**src/rtl/ppu_xin_sequencer.sv**
```systemverilog
// Command-driven sequencer producing single-cycle XIN and PPU-reset control pulses.
// Handles counted STEP bursts, free-running RUN, and a full PPU reset sequence.
module ppu_xin_sequencer #(
    parameter int unsigned HALF_PERIOD = 4,
    parameter int unsigned RESET_HOLD  = 8
) (
    input  logic        clock,
    input  logic        reset,
    input  logic        cmd_valid,
    output logic        cmd_ready,
    input  logic [1:0]  cmd_op,
    input  logic [15:0] cmd_count,
    input  logic        stop_i,
    output logic        xin_hi_o,
    output logic        xin_lo_o,
    output logic        set_ppu_reset_o,
    output logic        clr_ppu_reset_o,
    output logic        busy,
    output logic        done,
    output logic [31:0] xin_cycles
);

    typedef enum logic [2:0] {
        S_IDLE,
        S_HI,
        S_LO,
        S_RST_SET,
        S_RST_CLR,
        S_FINISH
    } state_t;

    typedef enum logic [1:0] {
        M_STEP,
        M_RUN,
        M_RSEQ
    } mode_t;

    typedef enum logic [1:0] {
        OP_STEP      = 2'd0,
        OP_RESET_SEQ = 2'd1,
        OP_RUN       = 2'd2,
        OP_RESERVED  = 2'd3
    } op_t;

    localparam logic [7:0]  HALF_LAST   = 8'(HALF_PERIOD - 1);
    localparam logic [15:0] HOLD_CYCLES = 16'(RESET_HOLD);

    state_t      state_q, state_d;
    mode_t       mode_q, mode_d;
    logic [7:0]  half_q, half_d;
    logic [15:0] cyc_q, cyc_d;
    logic        stop_q, stop_d;
    logic [31:0] xin_cycles_q;

    logic accept;
    logic half_end;
    logic stop_seen;
    logic last_cycle;
    logic hi_pulse, lo_pulse, set_pulse, clr_pulse, done_pulse;

    assign accept     = cmd_valid && cmd_ready;
    assign half_end   = (half_q == HALF_LAST);
    assign stop_seen  = stop_q || stop_i;
    assign last_cycle = (mode_q != M_RUN) && (cyc_q == 16'd1);

    // NOTE: every signal written here gets a default first, so no path can infer a latch.
    always_comb begin
        state_d    = state_q;
        mode_d     = mode_q;
        half_d     = half_q;
        cyc_d      = cyc_q;
        stop_d     = stop_q;
        hi_pulse   = 1'b0;
        lo_pulse   = 1'b0;
        set_pulse  = 1'b0;
        clr_pulse  = 1'b0;
        done_pulse = 1'b0;

        // Stop requests are only remembered while a command is in flight.
        if (state_q != S_IDLE && stop_i) begin
            stop_d = 1'b1;
        end

        unique case (state_q)
            S_IDLE: begin
                half_d = 8'd0;
                if (accept) begin
                    unique case (op_t'(cmd_op))
                        OP_STEP: begin
                            mode_d  = M_STEP;
                            cyc_d   = cmd_count;
                            state_d = (cmd_count == 16'd0) ? S_FINISH : S_HI;
                        end
                        OP_RUN: begin
                            mode_d  = M_RUN;
                            state_d = S_HI;
                        end
                        OP_RESET_SEQ: begin
                            mode_d  = M_RSEQ;
                            cyc_d   = HOLD_CYCLES;
                            state_d = S_RST_SET;
                        end
                        default: state_d = S_FINISH;
                    endcase
                end
            end
            S_HI: begin
                hi_pulse = (half_q == 8'd0);
                if (half_end) begin
                    half_d  = 8'd0;
                    state_d = S_LO;
                end else begin
                    half_d = half_q + 8'd1;
                end
            end
            S_LO: begin
                lo_pulse = (half_q == 8'd0);
                if (half_end) begin
                    half_d = 8'd0;
                    // Cycle boundary: the only point where a stop takes effect, so XIN ends low.
                    if (stop_seen || last_cycle) begin
                        state_d = (mode_q == M_RSEQ) ? S_RST_CLR : S_FINISH;
                    end else begin
                        state_d = S_HI;
                        if (mode_q != M_RUN) begin
                            cyc_d = cyc_q - 16'd1;
                        end
                    end
                end else begin
                    half_d = half_q + 8'd1;
                end
            end
            S_RST_SET: begin
                set_pulse = 1'b1;
                half_d    = 8'd0;
                state_d   = S_HI;
            end
            S_RST_CLR: begin
                clr_pulse = 1'b1;
                state_d   = S_FINISH;
            end
            S_FINISH: begin
                done_pulse = 1'b1;
                stop_d     = 1'b0;
                state_d    = S_IDLE;
            end
            default: begin
                stop_d  = 1'b0;
                state_d = S_IDLE;
            end
        endcase
    end

    // NOTE: state registers use non-blocking assignments so all flops update together at the edge.
    always_ff @(posedge clock) begin
        if (!reset) begin
            state_q      <= S_IDLE;
            mode_q       <= M_STEP;
            half_q       <= 8'd0;
            cyc_q        <= 16'd0;
            stop_q       <= 1'b0;
            xin_cycles_q <= 32'd0;
        end else begin
            state_q <= state_d;
            mode_q  <= mode_d;
            half_q  <= half_d;
            cyc_q   <= cyc_d;
            stop_q  <= stop_d;
            if (lo_pulse) begin
                xin_cycles_q <= xin_cycles_q + 32'd1;
            end
        end
    end

    // Outputs are masked while reset is low so an aborted command emits nothing further.
    assign cmd_ready       = reset && (state_q == S_IDLE);
    assign busy            = reset && (state_q != S_IDLE);
    assign done            = reset && done_pulse;
    assign xin_hi_o        = reset && hi_pulse;
    assign xin_lo_o        = reset && lo_pulse;
    assign set_ppu_reset_o = reset && set_pulse;
    assign clr_ppu_reset_o = reset && clr_pulse;
    assign xin_cycles      = xin_cycles_q;

endmodule
```
**config.mk**
```make
export PLATFORM = sky130hd
export DESIGN_NAME = ppu_xin_sequencer
export DESIGN_NICKNAME = d
export VERILOG_FILES = /design/src/rtl/ppu_xin_sequencer.sv
export SDC_FILE = /design/constraint.sdc
export NUM_CORES = 1
export LEC_CHECK = 0
export BUFFER_PORTS_ARGS = -buffer_cell sky130_fd_sc_hd__buf_4
export CORE_ASPECT_RATIO = 0.75
export CORE_MARGIN = 1.5
export CORE_UTILIZATION = 52
export DETAILED_ROUTE_END_ITERATION = 16
export GPL_ROUTABILITY_DRIVEN = 0
export GPL_TIMING_DRIVEN = 0
export PLACE_DENSITY = 0.72
export SLEW_MARGIN = 20
export SYNTH_ARGS = -nofsm -noshare
export SYNTH_HDL_FRONTEND = slang
export SYNTH_SLANG_ARGS = --single-unit
```
**constraint.sdc**
```tcl
create_clock -name clock -period 5.4 [get_ports clock]
set_input_delay 1.62 -clock clock [delete_from_list [all_inputs] [get_ports clock]]
set_output_delay 1.62 -clock clock [all_outputs]
set_load 0.02 [all_outputs]
```
==> metrics.yaml <==
cp-start-kind: "input port"
hold_start: "xin_cycles[11]"
insertion_delay_ns: 0.34
synth-compound-area-share: 0.187
htreeDepth: 3
route.met3.wl_um: 845
final.period_utilization: 0.912
skew_ns: 0.00687
synth_top_flop_cell: "dfxtp_1"
ff2ff_path_depth: 6
r2r-end: "cyc_q[13]"
hp-class: "flip-flop to flip-flop"
syn_area_per_cell_um2: 8.09
cp_slowest_stage_delay_ns: 0.53
wl_met2_mm: 4.01
ctsResizeCount: 0
grt_remaining_overflow: 0
cp_data_arrival_time_ns: 3.31
p_clk_frac: 0.266
hold_end: "xin_cycles[11]"
synthAdderAreaFrac: 0.0318
vias_per_cell: 6.11
synth_mux_area_frac: 0.0170
r2r_setup_slack_ns: 2.51
post_cts_buffers: 0
seq_area_um2: 1240
portBuffers: 59
die_w_um: 98.3
yosysUniqueCellTypes: 59
p_sw_frac: 0.374
wl_met1_mm: 4.91
synthToLayoutAreaGrowth_pct: 20.1
p_total_w: 0.00134
totalWireLength_mm: 9.88
drt_first_pass_iters: 5
pwr-share-comb: 0.340
cts_made_buffers: 9
cts_root_buffer: "clkbuf_8"
min_path_cells: 2
worst-setup-path-type: "input port to primary output"
crit_family: "buffers and inverters"
cts_tree: "built"
cp.required_ns: 3.78
max_slew_margin: 0.492
num_vias: 3630
status: "completed"
core_um2: 6440
clkSlewWorstSetupHoldPaths_ns: 0.07
grt_max_degree: 11
worst-path-buf-inv: 5
cts.path.max_buffers: 2
io_pins: 61
yosysWarnings: 0
ys_ff_latch: 62
async_flop_share: 0
power.density_nw_per_um2: 315
antenna_cells: 0
critPathMaxFanout: 10
floorplan.initialDensity: 0.550
fp.dieArea_um2: 7320
ir_drop_v: 0.000177
grtUsageTotal: 0.274
grt_first_pass_wirelength_mm: 15.8
fmax_mhz: 203
ctsHoldBuffers: 0
synth_edf_count: 0
drive_gt1_frac: 0.185
path_cells: "clkbuf_1 > inv_1 > clkbuf_1 > buf_1 > nor2_1 > buf_4"
grt_antenna_before_repair: 0
drt.antenna.violating_nets: 0
synthesis.instances: 438
drt_iter0_markers: 260
finalNetCount: 539
yosys.area_share.xor_xnor: 0.0668
power_frac_seq: 0.394
die_h_um: 74.5
leakage_nw: 1.61
grt_pass1_vias: 3132
synth_top_family_by_area: "simple AND/OR/NAND/NOR gates"
clock-sinks: 62
slowest_stage: "buf_1"
top_layer: "met4"
cap_violations: 0
rsz0062_at_grt: "false"
n_fill_cell: 569
drv_slew: 0
synth.cell_area_um2: 3540
multi_input_area_um2: 2140
drcViolationCount: 0
row_count: 25
synth_nets: 469
yosysSeqAreaShare: 0.350
worst_setup_path_end_kind: "primary output"
crit_cells: 6
setup_tns_ns: 0
p_int_w: 0.000839
reg2reg_from: "half_q[0]"
fin_crit_ns: 4.93
synthSimpleGateAreaFrac: 0.302
finalHoldViolations: 0
path_common_cell: "clkbuf_1"
worst_pin_slew_ns: 0.759
p_sw_w: 0.000501
dp_hpwl_mm: 7.39
wire_per_inst_um: 16.6
setup-violations-final: 0
## power groups by stage
stage          sequential (W)  clock (W)  combinational, W
6_report             0.000528   0.000357          0.000455
3_5_place_dp         0.000537          0          0.000440
2_1_floorplan        0.000528          0          0.000326
3_3_place_gp         0.000536          0          0.000436
5_1_grt              0.000532   0.000380          0.000496
4_1_cts              0.000527   0.000363          0.000443
## per-stage QoR
stage	util	cells	hold slack, ns	setup WS [ns]	instance area, µm²
floorplan	-	438	0.466	0.857	3540
global placement	0.634	578	0.482	0.522	4090
detailed placement	0.634	578	0.489	0.479	4090
CTS	0.660	594	0.498	0.468	4250
global route	0.660	594	0.532	0.382	4250
finish	0.660	594	0.501	0.475	4250
## sequential cells by signal (all words and copies together) (netlist names)
name / cells
xin_cycles: 32
cyc_q: 16
half_q: 8
state_q: 3
mode_q: 2
stop_q: 1
## placed cells by master (no fill, tap or decap), types with 8 or more instances in the layout
| cell type | synthesis | routed |
|---|---|---|
| nand4_1 | 15 | 15 |
| buf_4 | 0 | 59 |
| o31ai_1 | 9 | 9 |
| o21ai_0 | 16 | 16 |
| nand2_1 | 24 | 24 |
| or3_1 | 15 | 15 |
| xnor2_1 | 15 | 15 |
| a21oi_1 | 34 | 34 |
| ha_1 | 9 | 9 |
| nor3_1 | 18 | 18 |
| dfxtp_1 | 62 | 62 |
| xor2_1 | 12 | 12 |
| inv_1 | 21 | 21 |
| nor2_1 | 49 | 49 |
| clkbuf_8 | 0 | 10 |
| nor4_1 | 13 | 13 |
| a31oi_1 | 8 | 8 |
| clkbuf_1 | 16 | 18 |
## per-layer routing
layer	GRT usage	vias to the layer above
li1	-	1765
met1	0.404	1694
met2	0.390	158
met3	0.0808	13
met4	0.0720	0
met5	0	-
## cell families (layout without fill, tap and decap cells)
group | count (synthesis) | count (layout)
muxes | 6 | 6
xor gates and xnor gates | 27 | 27
DFF | 62 | 62
AOI/OAI and AO/OA | 103 | 103
and+or+nand+nor | 189 | 189
buffers and inverters | 42 | 117
adders and majority gates | 9 | 9
## area by class of cell
class | count | area share
plain buffers | 21 | 0.0194
repair buffers | 59 | 0.104
clock buffers | 12 | 0.0341
well taps | 81 | 0.0238
multi-input cells | 334 | 0.503
inverters | 21 | 0.0185
flip-flops and latches | 62 | 0.292
clock inverters | 4 | 0.00529
## synthesized netlist by cell type, drive strengths merged (7+ instances only)
cell,count,area (µm²)
nor2,49,184
or4,8,63.8
ha,9,113
clkbuf,16,60.1
nor4,15,115
nand2,24,90.1
nand3,7,40.0
o21ai,17,85.1
a211oi,7,52.6
o31ai,9,67.6
inv,21,78.8
o311ai,7,61.3
xnor2,15,131
nand4,16,115
a21oi,34,170
xor2,12,105
nor3,18,90.1
dfxtp,62,1240
or3,15,93.8
a31oi,8,50.1
## tightest hold or removal path, stage by stage (launching register included)
cell,delay (ns)
dfxtp_1,0.34
nand2_1,0.06
mux2i_1,0.05
## worst max-delay path by stage
stage,slack (ns),start,endpoint
6_report,0.47,reset,cmd_ready
5_1_grt,0.38,reset,busy
4_1_cts,0.47,reset,cmd_ready
3_5_place_dp,0.48,reset,cmd_ready
3_3_place_gp,0.52,reset,busy
2_1_floorplan,0.86,reset,xin_hi_o
Power figures use the tool's default switching activity.
